===== src/rtl/pe_seq_ctrl.sv =====
// Sequencer for the 8-in/2-out processing element: issues group reads, feeds the PE,
// and tracks each group through the PE latency to write its result back.
module pe_seq_ctrl #(
    parameter int SWORD_LEN = 16,
    parameter int WWORD_LEN = 32,
    parameter int NEU_IN    = 8,
    parameter int NEU_OUT   = 2,
    parameter int ADDR_W    = 8,
    parameter int PE_LAT    = 2
) (
    input  logic                                        clk,
    input  logic                                        rst_n,
    input  logic                                        start,
    input  logic [ADDR_W-1:0]                           NGRP,
    input  logic                                        hold,
    output logic                                        busy,
    output logic                                        done,
    output logic                                        rd_en,
    output logic [ADDR_W-1:0]                           RADDR,
    input  logic [SWORD_LEN*NEU_IN-1:0]                 RDATA,
    input  logic [SWORD_LEN*NEU_IN+WWORD_LEN*NEU_IN-1:0] RWEIGHT,
    output logic                                        pe_ce,
    output logic [SWORD_LEN*NEU_IN-1:0]                 PE_DATA,
    output logic [SWORD_LEN*NEU_IN+WWORD_LEN*NEU_IN-1:0] PE_WEIGHT,
    input  logic [NEU_OUT*WWORD_LEN-1:0]                PE_Q,
    output logic                                        wr_en,
    output logic [ADDR_W-1:0]                           WADDR,
    output logic [NEU_OUT*WWORD_LEN-1:0]                WDATA
);
    localparam logic [1:0] S_IDLE  = 2'd0;
    localparam logic [1:0] S_ISSUE = 2'd1;
    localparam logic [1:0] S_DRAIN = 2'd2;
    localparam logic [1:0] S_DONE  = 2'd3;
    // Stage 1: read data arriving, stage 2: PE inputs valid, stage STG: PE_Q valid.
    localparam int STG = 2 + PE_LAT;

    logic [1:0]                                  r_state;
    logic [ADDR_W-1:0]                           r_ngrp;
    logic [ADDR_W:0]                             r_cnt;
    logic [STG:1]                                r_vld;
    logic [STG:1][ADDR_W-1:0]                    r_tag;
    logic                                        r_wr_en;
    logic [ADDR_W-1:0]                           r_waddr;
    logic [SWORD_LEN*NEU_IN-1:0]                 r_pe_data;
    logic [SWORD_LEN*NEU_IN+WWORD_LEN*NEU_IN-1:0] r_pe_weight;
    logic [NEU_OUT*WWORD_LEN-1:0]                r_wdata;

    logic              w_issue;
    logic [ADDR_W:0]   w_cnt_nxt;

    assign w_issue   = (r_state == S_ISSUE) && !hold;
    assign w_cnt_nxt = r_cnt + {{ADDR_W{1'b0}}, 1'b1};

    always_ff @(posedge clk or negedge rst_n) begin
        if (!rst_n) begin
            r_state <= S_IDLE;
            r_ngrp  <= '0;
            r_cnt   <= '0;
        end else begin
            case (r_state)
                S_IDLE: if (start) begin
                    r_ngrp  <= NGRP;
                    r_cnt   <= '0;
                    r_state <= (NGRP == '0) ? S_DONE : S_ISSUE;
                end
                S_ISSUE: if (w_issue) begin
                    r_cnt <= w_cnt_nxt;
                    if (w_cnt_nxt == {1'b0, r_ngrp}) r_state <= S_DRAIN;
                end
                // The final write is in its output register when the pipe empties.
                S_DRAIN: if (r_vld == '0) r_state <= S_DONE;
                S_DONE:  r_state <= S_IDLE;
                default: r_state <= S_IDLE;
            endcase
        end
    end

    always_ff @(posedge clk or negedge rst_n) begin
        if (!rst_n) begin
            r_vld       <= '0;
            r_tag       <= '0;
            r_wr_en     <= 1'b0;
            r_waddr     <= '0;
            r_pe_data   <= '0;
            r_pe_weight <= '0;
            r_wdata     <= '0;
        end else begin
            r_vld   <= {r_vld[STG-1:1], w_issue};
            r_tag   <= {r_tag[STG-1:1], RADDR};
            r_wr_en <= r_vld[STG];
            if (r_vld[1]) begin
                r_pe_data   <= RDATA;
                r_pe_weight <= RWEIGHT;
            end
            if (r_vld[STG]) begin
                r_waddr <= r_tag[STG];
                r_wdata <= PE_Q;
            end
        end
    end

    assign busy      = (r_state == S_ISSUE) || (r_state == S_DRAIN);
    assign done      = (r_state == S_DONE);
    assign rd_en     = w_issue;
    assign RADDR     = r_cnt[ADDR_W-1:0];
    assign pe_ce     = r_vld[2];
    assign PE_DATA   = r_pe_data;
    assign PE_WEIGHT = r_pe_weight;
    assign wr_en     = r_wr_en;
    assign WADDR     = r_waddr;
    assign WDATA     = r_wdata;

endmodule


===== config.mk =====
export PLATFORM = sky130hd
export DESIGN_NAME = pe_seq_ctrl
export DESIGN_NICKNAME = d
export VERILOG_FILES = /design/src/rtl/pe_seq_ctrl.sv
export SDC_FILE = /design/constraint.sdc
export NUM_CORES = 1
export LEC_CHECK = 0
export CAP_MARGIN = 20
export CORE_AREA = 4 4 461 463
export CTS_CLUSTER_SIZE = 8
export DETAILED_ROUTE_END_ITERATION = 8
export DIE_AREA = 0 0 465 467
export MAX_ROUTING_LAYER = met4
export SLEW_MARGIN = 20
export SYNTH_ARGS = -nofsm -noshare
export SYNTH_HDL_FRONTEND = slang
export SYNTH_SLANG_ARGS = --single-unit

===== constraint.sdc =====
create_clock -name clk -period 6.3 [get_ports clk]
set_input_delay 0.63 -clock clk [delete_from_list [all_inputs] [get_ports clk]]
set_output_delay 0.63 -clock clk [all_outputs]
set_load 0.03 [all_outputs]

Yosys cells after proc, flatten, opt, wreduce, memory -nomap -nowiden
Index checks and enable logic that the tools add are counted.
Widths: inputs -> output; s select.

storage, ports and cells
  register bits = 640
  bits in latches = 0
  bits in writable memories = 0
  ROM bits = 0
  input port bits = 588
  memories = 0

cells by class
  add/sub/neg operators = 1
  multipliers = 0
  div/mod/pow operators = 0
  $lt $le $gt $ge = 0
  eq/ne operators = 8
  shift operators = 0
  mux-type cells = 9
  bitwise gates (word level) = 0
  reductions and logical operators = 10

operator list
  kind                 number
  $mux 9               2
  $pmux 9 s2           1
  $mux 2               5
  $add 9x1->9 const B  1
  $eq 9x8->1           1
  $logic_not 8->1      1
  $pmux 2 s4           1
  $ne 2x2->1 const B   3
  $eq 2x2->1 const B   2
  $logic_not 4->1      1
  $reduce_and 4->1     1
  $reduce_and 3->1     1
  $eq 2x1->1 const B   1
  $logic_not 2->1      1
  $ne 2x1->1 const B   1
  $reduce_and 2->1     1
  $reduce_bool 2->1    1
  $logic_and 1x1->1    1
  $logic_not 1->1      1
  $logic_or 1x1->1     1

Longest topological paths before layout
Gate-level depths: netlist of run 1.

  depth after elaboration = 5
  mapped depth = 8
  gate-level depth less buffers = 8

Worst setup path after synthesis of run 1
OpenSTA, ideal clock, no wires.

  path type = reg2reg
  start point = reg r_state[1]
  end point = reg r_cnt[8]
  arrival time = 2.038 ns
  setup slack = 4.152 ns
  stages on the path, launching flop included = 7
  period minus slack after synthesis = 2.148 ns
  cells stage by stage = dfrtp_1 inv_1 ha_1 nor2b_1 nand2_1 clkbuf_1 o41ai_1

on the way
  longest elaborated chain between the ends = 4
  elaborated cells on any way between the ends = 8
  classes of those cells = eq/ne (3); mux (1); reduce/logical (4)

RTL lines
  what                               RTL line  RTL
  start: declaration                 37        logic [1:0] r_state;
  start signal: assignment           64        r_state <= (NGRP == '0) ? S_DONE : S_ISSUE;
  $eq 2x1->1                         51        assign w_issue = (r_state == S_ISSUE) && !hold;
  $logic_and 1x1->1                  51
  named net rd_en                    18        output logic rd_en,
  $ne 2x2->1 (no source line)        -
  $reduce_and 3->1 (no source line)  -
  end signal: assignment             67        r_cnt <= w_cnt_nxt;
  end: declaration                   39        logic [ADDR_W:0] r_cnt;

The timed path passes the listed nets, and every way through them passes these cells.
A chain may end at the register's enable or synchronous reset.

Worst setup path after layout of run 1
  start point = reg r_state[1]
  end point = out rd_en

on the way
  longest elaborated chain between the ends = 2

RTL lines
  what               RTL line
  $eq 2x1->1         51
  $logic_and 1x1->1  51
  end: declaration   18

No other way between the ends.

==> results.toml, run 1 <==
[routing]
drtAntennaViolNets = 0
drt_drc_violations_left = 0
routed_wirelength_mm = 154
detail_route.first_pass.iterations = 5
vias_per_cell = 3.17
avgRoutedWirePerCell_um = 27.7
num_vias = 17636
initialDrtViolationCount = 644

[cells_and_area]
drive_above_1_share_pct = 27.6
finalNetCount = 3213
final_design_area_excluding_fillers_sq_mm = 0.0420
synthToLayoutAreaGrowth_pct = 77.9

[logic_synthesis]
post_synth.cell_area_avg_sq_um = 16.9
ys_ff_latch = 640
synth-edff-count = 0
ys_warn_count = 0
post_synth_xor_area_fraction_pct = 0.408
synth_top_cell_area_share_pct = 67.8
synth_top_cell_by_area = "dfrtp_1"
adder_cell_share_of_the_synthesized_area_pct = 0.318
yosysMostFrequentCell = "dfrtp_1"
synth-main-ff-cell = "dfrtp_1"
synth_sequential_area_ratio_pct = 67.8
synthTopCellsByCount = "dfrtp_1, mux2_2, clkbuf_1"
synth_top_family_by_area = "multiplexers"
muxShareOfSynthArea_pct = 28.3
netlist_area_sq_mm = 0.0236
synth_compound_gate_area_share_pct = 0.890
synth_top_cells_by_area = "dfrtp_1, mux2_2, clkbuf_1"
postSynthCellCount = 1398
synth_async_sr_flop_share_pct = 100
synthesis.nets = 1992
post_synth_and_or_nand_nor_area_fraction_pct = 0.757
number_of_unique_standard_cell_types_used_by_synthesis = 36

[sta]
report.final.setup_viol = 0
fmax_mhz = 303
finalSetupTns_ps = 0
timing.max_slew.rel_slack_pct = 25.4
grt_setup_unrepaired = "false"
final_critical_path_time_including_i_o_delays_and_setup_ps = 3300
finalCritPeriodShare_pct = 52.3
final_number_of_max_transition_violations = 0
worstMarginPinSlew_ps = 1120
timing_hold_violations_final = 0
finClkSkew_ps = 44.5

[placement]
globalplace.congestion = 0.889
placed_cell_area_sq_mm = 0.0389
dp_hpwl_mm = 130
port_buffers = 1184

[run]
cap_violations = 0

[worst_hold_path]
hold_path_startpoint = "r_tag[23]$_DFF_PN0_"
worst_hold_path.endpoint = "r_tag[31]$_DFF_PN0_"
holdCritPathClass = "flop to flop"
worstHoldPathCells = 0

[critical_path]
worst_r2r_endpoint = "PE_WEIGHT[258]$_DFFE_PN0P_"
worstPathBufferInverterCount = 2
timing.rr.start = "r_vld[1]$_DFF_PN0_"
timing.critical_path.fanout_max = 5
worstSetupStartpointType = "flop"
reg2reg_setup_slack_ps = 3460
maximum_cell_stage_delay_along_the_critical_path_ps = 780
critical_path_class = "flop to output pin"
critical-path-top-delay-family = "buffers and inverters"
crit_path_cell_trace = "inv_1 -> ha_1 -> nor2b_1 -> clkdlybuf4s50_1"
cp_data_required_time_ps = 5670
timing.critical_path.to_type = "output pin"
crit_slowest_cell = "clkdlybuf4s50_1"
rr_worst_depth = 3
arrival_ps = 2670

[clocking]
cts-root-buf = "clkbuf_16"
cts.repair.resized = 0
tritoncts = "done"
number_of_buffers_on_the_longest_clock_path = 3
tritoncts_num_sinks = 640
cts_h_tree_depth = 3
clock_latency_ps = 720
tritoncts.num_buffers = 96
clk_pin_slew_ps = 50

[pwr]
irDropWorstVdd_v = 0.000288
totalPowerFinal_w = 0.0252
power.combinational.fraction_pct = 50.9
switching_share_pct = 42.2
p_leak_nw = 16.2
power.share.sequential_pct = 29.0
pwr-share-clk_pct = 20.1
p_switching_w = 0.0106
pwr_density_cell_mw_per_mm2 = 600
p_int_w = 0.0146

[global_route]
overall_track_demand_over_capacity_in_global_routing_pct = 14.1
via_count_of_the_first_global_routing_pass = 18913
grt_start_max_net_pins = 149
grt_pass1_wl_mm = 195
antenna_found_initial = 199
grt_overflow_total = 0

[floorplanning]
starting_density_of_the_core_pct = 11.3
ioPinCount = 1185
die_y_um = 467
fp.coreArea_sq_mm = 0.209
die_w_um = 465
placement_rows = 168
die_area_sq_mm = 0.217

[outcome]
status = "completed"
## power by group through the flow
stage                     Clock (W)  Sequential, W  Combinational, W
final                       0.00507        0.00730            0.0128
after global routing        0.00544        0.00757            0.0134
after CTS                   0.00531        0.00732            0.0133
after detailed placement          0        0.00735            0.0132
after global placement            0        0.00728            0.0132
after floorplan                   0         0.0109           0.00278
## logic make-up after synthesis
kind of cell	after synthesis
buf+inv	82
flops	640
mux	595
simple gates	35
fa+ha+maj	6
xor+xnor	11
compound gates	29
## state kept, by name (all words and copies together) (netlist names)
register   cells
r_ngrp         8
PE_WEIGHT    384
PE_DATA      128
r_cnt          9
r_vld          4
WDATA         64
WADDR          8
r_state        2
wr_en          1
r_tag         32
## cell usage in the layout, fill, tap and decap left out, types with 3 or more instances in the layout
master,n
mux2i_1,3
dfrtp_1,638
clkbuf_1,14
clkdlybuf4s50_1,1183
clkinv_2,4
buf_4,8
nor2_1,5
clkinv_16,4
clkbuf_8,8
mux2_2,592
clkbuf_16,96
ha_1,6
nand2_1,8
nand3_1,7
o21ai_0,11
buf_12,8
bufinv_16,4
diode_2,105
nor4_1,4
inv_1,4
xnor2_1,10
o31ai_1,5
nor2b_1,4
## what timing repair did
action / in CTS / in global routing
hold buffers: 1 / 0
buffers inserted: 0 / 0
endpoints found under the hold margin: 75 / 0
## how the worst max path moves through the flow
| stage | start | end | slack (ps) | cells past startpoint |
|---|---|---|---|---|
| finish | r_state[1]$_DFFE_PN0P_ | rd_en | 3000 | 4 |
| global route | r_state[1]$_DFFE_PN0P_ | rd_en | 2790 | 4 |
| CTS | r_state[1]$_DFFE_PN0P_ | rd_en | 2850 | 4 |
| detailed placement | hold | rd_en | 3410 | 3 |
| floorplan | r_state[1]$_DFFE_PN0P_ | r_cnt[8]$_DFFE_PN0P_ | 4150 | 6 |
| global placement | hold | rd_en | 3370 | 3 |
## per-stage QoR
step / instances / util [%] / setup slack [ps] / hold WS [ps]
after global placement: 5325 / 18.6 / 3370 / 333
after global routing: 5550 / 20.1 / 2790 / 352
after floorplan: 1398 / - / 4150 / 331
after CTS: 5459 / 20.0 / 2850 / 346
final: 5564 / 20.1 / 3000 / 343
after detailed placement: 5325 / 18.6 / 3410 / 335
## layer usage
layer / GRT usage [%] / up-vias / share of wire [%]
met5: - / - / 0
met4: 4.78 / 0 / 4.5
met3: 10.0 / 253 / 16
met2: 21.3 / 1085 / 44
met1: 14.4 / 8742 / 36
li1: - / 7556 / -
## area by class of cell
type	count	area, sq um
multi-input combinational	676	7260
clock inverter	15	313
sequential	640	16000
clock buffer	118	2560
tap	2805	3510
inverter	4	15.0
timing repair buffer	1201	12100
antenna	105	263
fill	22478	167000
No activity file was read; power rests on OpenSTA's default activity.
==> run 2: changes to the inputs <==
==> constraint.sdc (replaced) <==
create_clock -name clk -period 2.97 [get_ports clk]
set_input_delay 0.297 -clock clk [delete_from_list [all_inputs] [get_ports clk]]
set_output_delay 0.297 -clock clk [all_outputs]
set_load 0.03 [all_outputs]
==> run 2 against run 1 <==
Non-clock buffer count increased by 33. Via count rose by 1.5%. Register-to-register slack got worse by 2900 ps. Global-route usage grew 0.057 points. Sequential power grew 110%. Setup slack got worse by 2700 ps. First-iteration DRC count is 40% higher. Hold slack worse by 150 ps. Clock skew is 18 ps lower. Critical path depth stayed put. Critical path type unchanged. Largest cell class unchanged.
==> results.toml, run 2 (synthesized netlist as in run 1, its figures left out) <==
[cells_and_area]
synthToLayoutAreaGrowth_pct = 78.9
finalCoreUtilization_pct = 20.2
multiInputGateArea_sq_mm = 0.00726
finalNetCount = 3246
final_design_area_excluding_fillers_sq_mm = 0.0423
drive_above_1_share_pct = 28.5
layout_commonest_cell = "clkdlybuf4s50_1"
top_library_cells_by_usage_in_the_layout_fill_and_taps_aside = "clkdlybuf4s50_1, dfrtp_1, mux2_2"
max_reg_flops = 384
fillers = 22521
footprint_of_the_flip_flops_and_latches_sq_mm = 0.0160

[placement]
dp_hpwl_mm = 132
port_buffers = 1184
globalplace.congestion = 0.915
placed_cell_area_sq_mm = 0.0392
dp_worst_setup_slack_ps = 599

[global_route]
grt_pass1_wl_mm = 196
grt_start_max_net_pins = 148
antenna_found_initial = 179
grt_overflow_total = 0
via_count_of_the_first_global_routing_pass = 19043
overall_track_demand_over_capacity_in_global_routing_pct = 14.2

[critical_path]
cp_startpoint = "r_state[1]$_DFFE_PN0P_"
timing.critical_path.fanout_max = 5
worstPathBufferInverterCount = 2
timing.critical_path.to_type = "output pin"
arrival_ps = 2360
maximum_cell_stage_delay_along_the_critical_path_ps = 500
crit_slowest_cell = "dlygate4sd2_1"
critical-path-top-delay-family = "buffers and inverters"
cp_data_required_time_ps = 2670
worstSetupStartpointType = "flop"
crit_path_cell_trace = "inv_1 -> ha_1 -> nor2b_1 -> dlygate4sd2_1"
timing.rr.start = "r_cnt[0]$_DFFE_PN0P_"
critical_path_class = "flop to output pin"

[floorplanning]
die_w_um = 465
die_y_um = 467
fp.coreArea_sq_mm = 0.209
ioPinCount = 1185
placement_rows = 168
starting_density_of_the_core_pct = 11.3
die_area_sq_mm = 0.217

[routing]
routed_wirelength_mm = 155
detail_route.wirelength.met1_mm = 58.1
detailroute.wirelength.met2_mm = 69.7
initialDrtViolationCount = 901
detail_route.first_pass.iterations = 4
vias_per_cell = 3.21
drtAntennaViolNets = 0
drt_drc_violations_left = 0
avgRoutedWirePerCell_um = 27.7
dr_wl_met3_mm = 22.5
num_vias = 17898
maxUsedRoutingLayer = "met4"

[clocking]
number_of_buffers_on_the_longest_clock_path = 3
tritoncts.num_buffers = 96
post-cts-setup-buffer-count = 0
tritoncts = "done"
tritoncts_num_sinks = 640
cts-root-buf = "clkbuf_16"
clk_pin_slew_ps = 50
cts_h_tree_depth = 3
clock_latency_ps = 710

[pwr]
irDropWorstVdd_v = 0.000540
pwr_density_cell_mw_per_mm2 = 1270
p_leak_nw = 16.4
totalPowerFinal_w = 0.0536

[sta]
worstMarginPinSlew_ps = 1170
grt_setup_unrepaired = "false"
report.final.setup_viol = 0
final_critical_path_time_including_i_o_delays_and_setup_ps = 2660
timing_hold_violations_final = 0
final_number_of_max_transition_violations = 0
finalCritPeriodShare_pct = 89.5
finalSetupTns_ps = 0
finClkSkew_ps = 26.5
timing.final.ws_setup_ps = 311
fmax_mhz = 376
timing.max_slew.rel_slack_pct = 21.8

[outcome]
status = "completed"

[run]
cap_violations = 0

[worst_hold_path]
holdCritPathClass = "input port to flop"
hold_path_startpoint = "RWEIGHT[14]"
==> run 2: stage by stage <==
step | hold slack, ps | instances
floorplan | 1.41 | 1398
global placement | 334 | 5358
detailed placement | 336 | 5358
CTS | 82.8 | 5486
global route | 115 | 5577
finish | 195 | 5583
==> run 2: final timing paths <==
path	cells after the start	to	slack, ps
max	4	rd_en	310
min	2	PE_WEIGHT[14]$_DFFE_PN0P_	200
max reg2reg	7	r_state[1]$_DFFE_PN0P_	580
min reg2reg	0	r_tag[27]$_DFF_PN0_	340
max in group asynchronous	3	PE_WEIGHT[316]$_DFFE_PN0P_	1750
min in group asynchronous	2	PE_DATA[48]$_DFFE_PN0P_	260
==> run 2: timing repair <==
item                       CTS  global route
setup endpoints to repair    1             0
resized for setup            1             0
hold endpoints to repair    49             0
hold buffers                 1             0
==> run 2: area by class of cell <==
class	count	area share (%)
Clock inverter	15	0.601
Inverter	4	0.0355
Timing Repair Buffer	1234	29.4
Multi-Input combinational cell	676	17.2
Clock buffer	112	6.00
Sequential cell	640	37.9
Antenna cell	97	0.574
Tap cell	2805	8.31
==> run 2: where the power goes <==
group          leakage (nW)  internal (W)  switching, W
clock                  1.36       0.00622       0.00435
sequential             7.65        0.0130       0.00248
combinational          7.37        0.0117        0.0159
total                  16.4        0.0309        0.0227
==> run 2: metal layers <==
metal / up-vias / track usage, %
met1: 8951 / 14.8
met3: 221 / 9.75
met4: 0 / 3.71
met2: 1096 / 21.7
met5: - / -
li1: 7630 / -
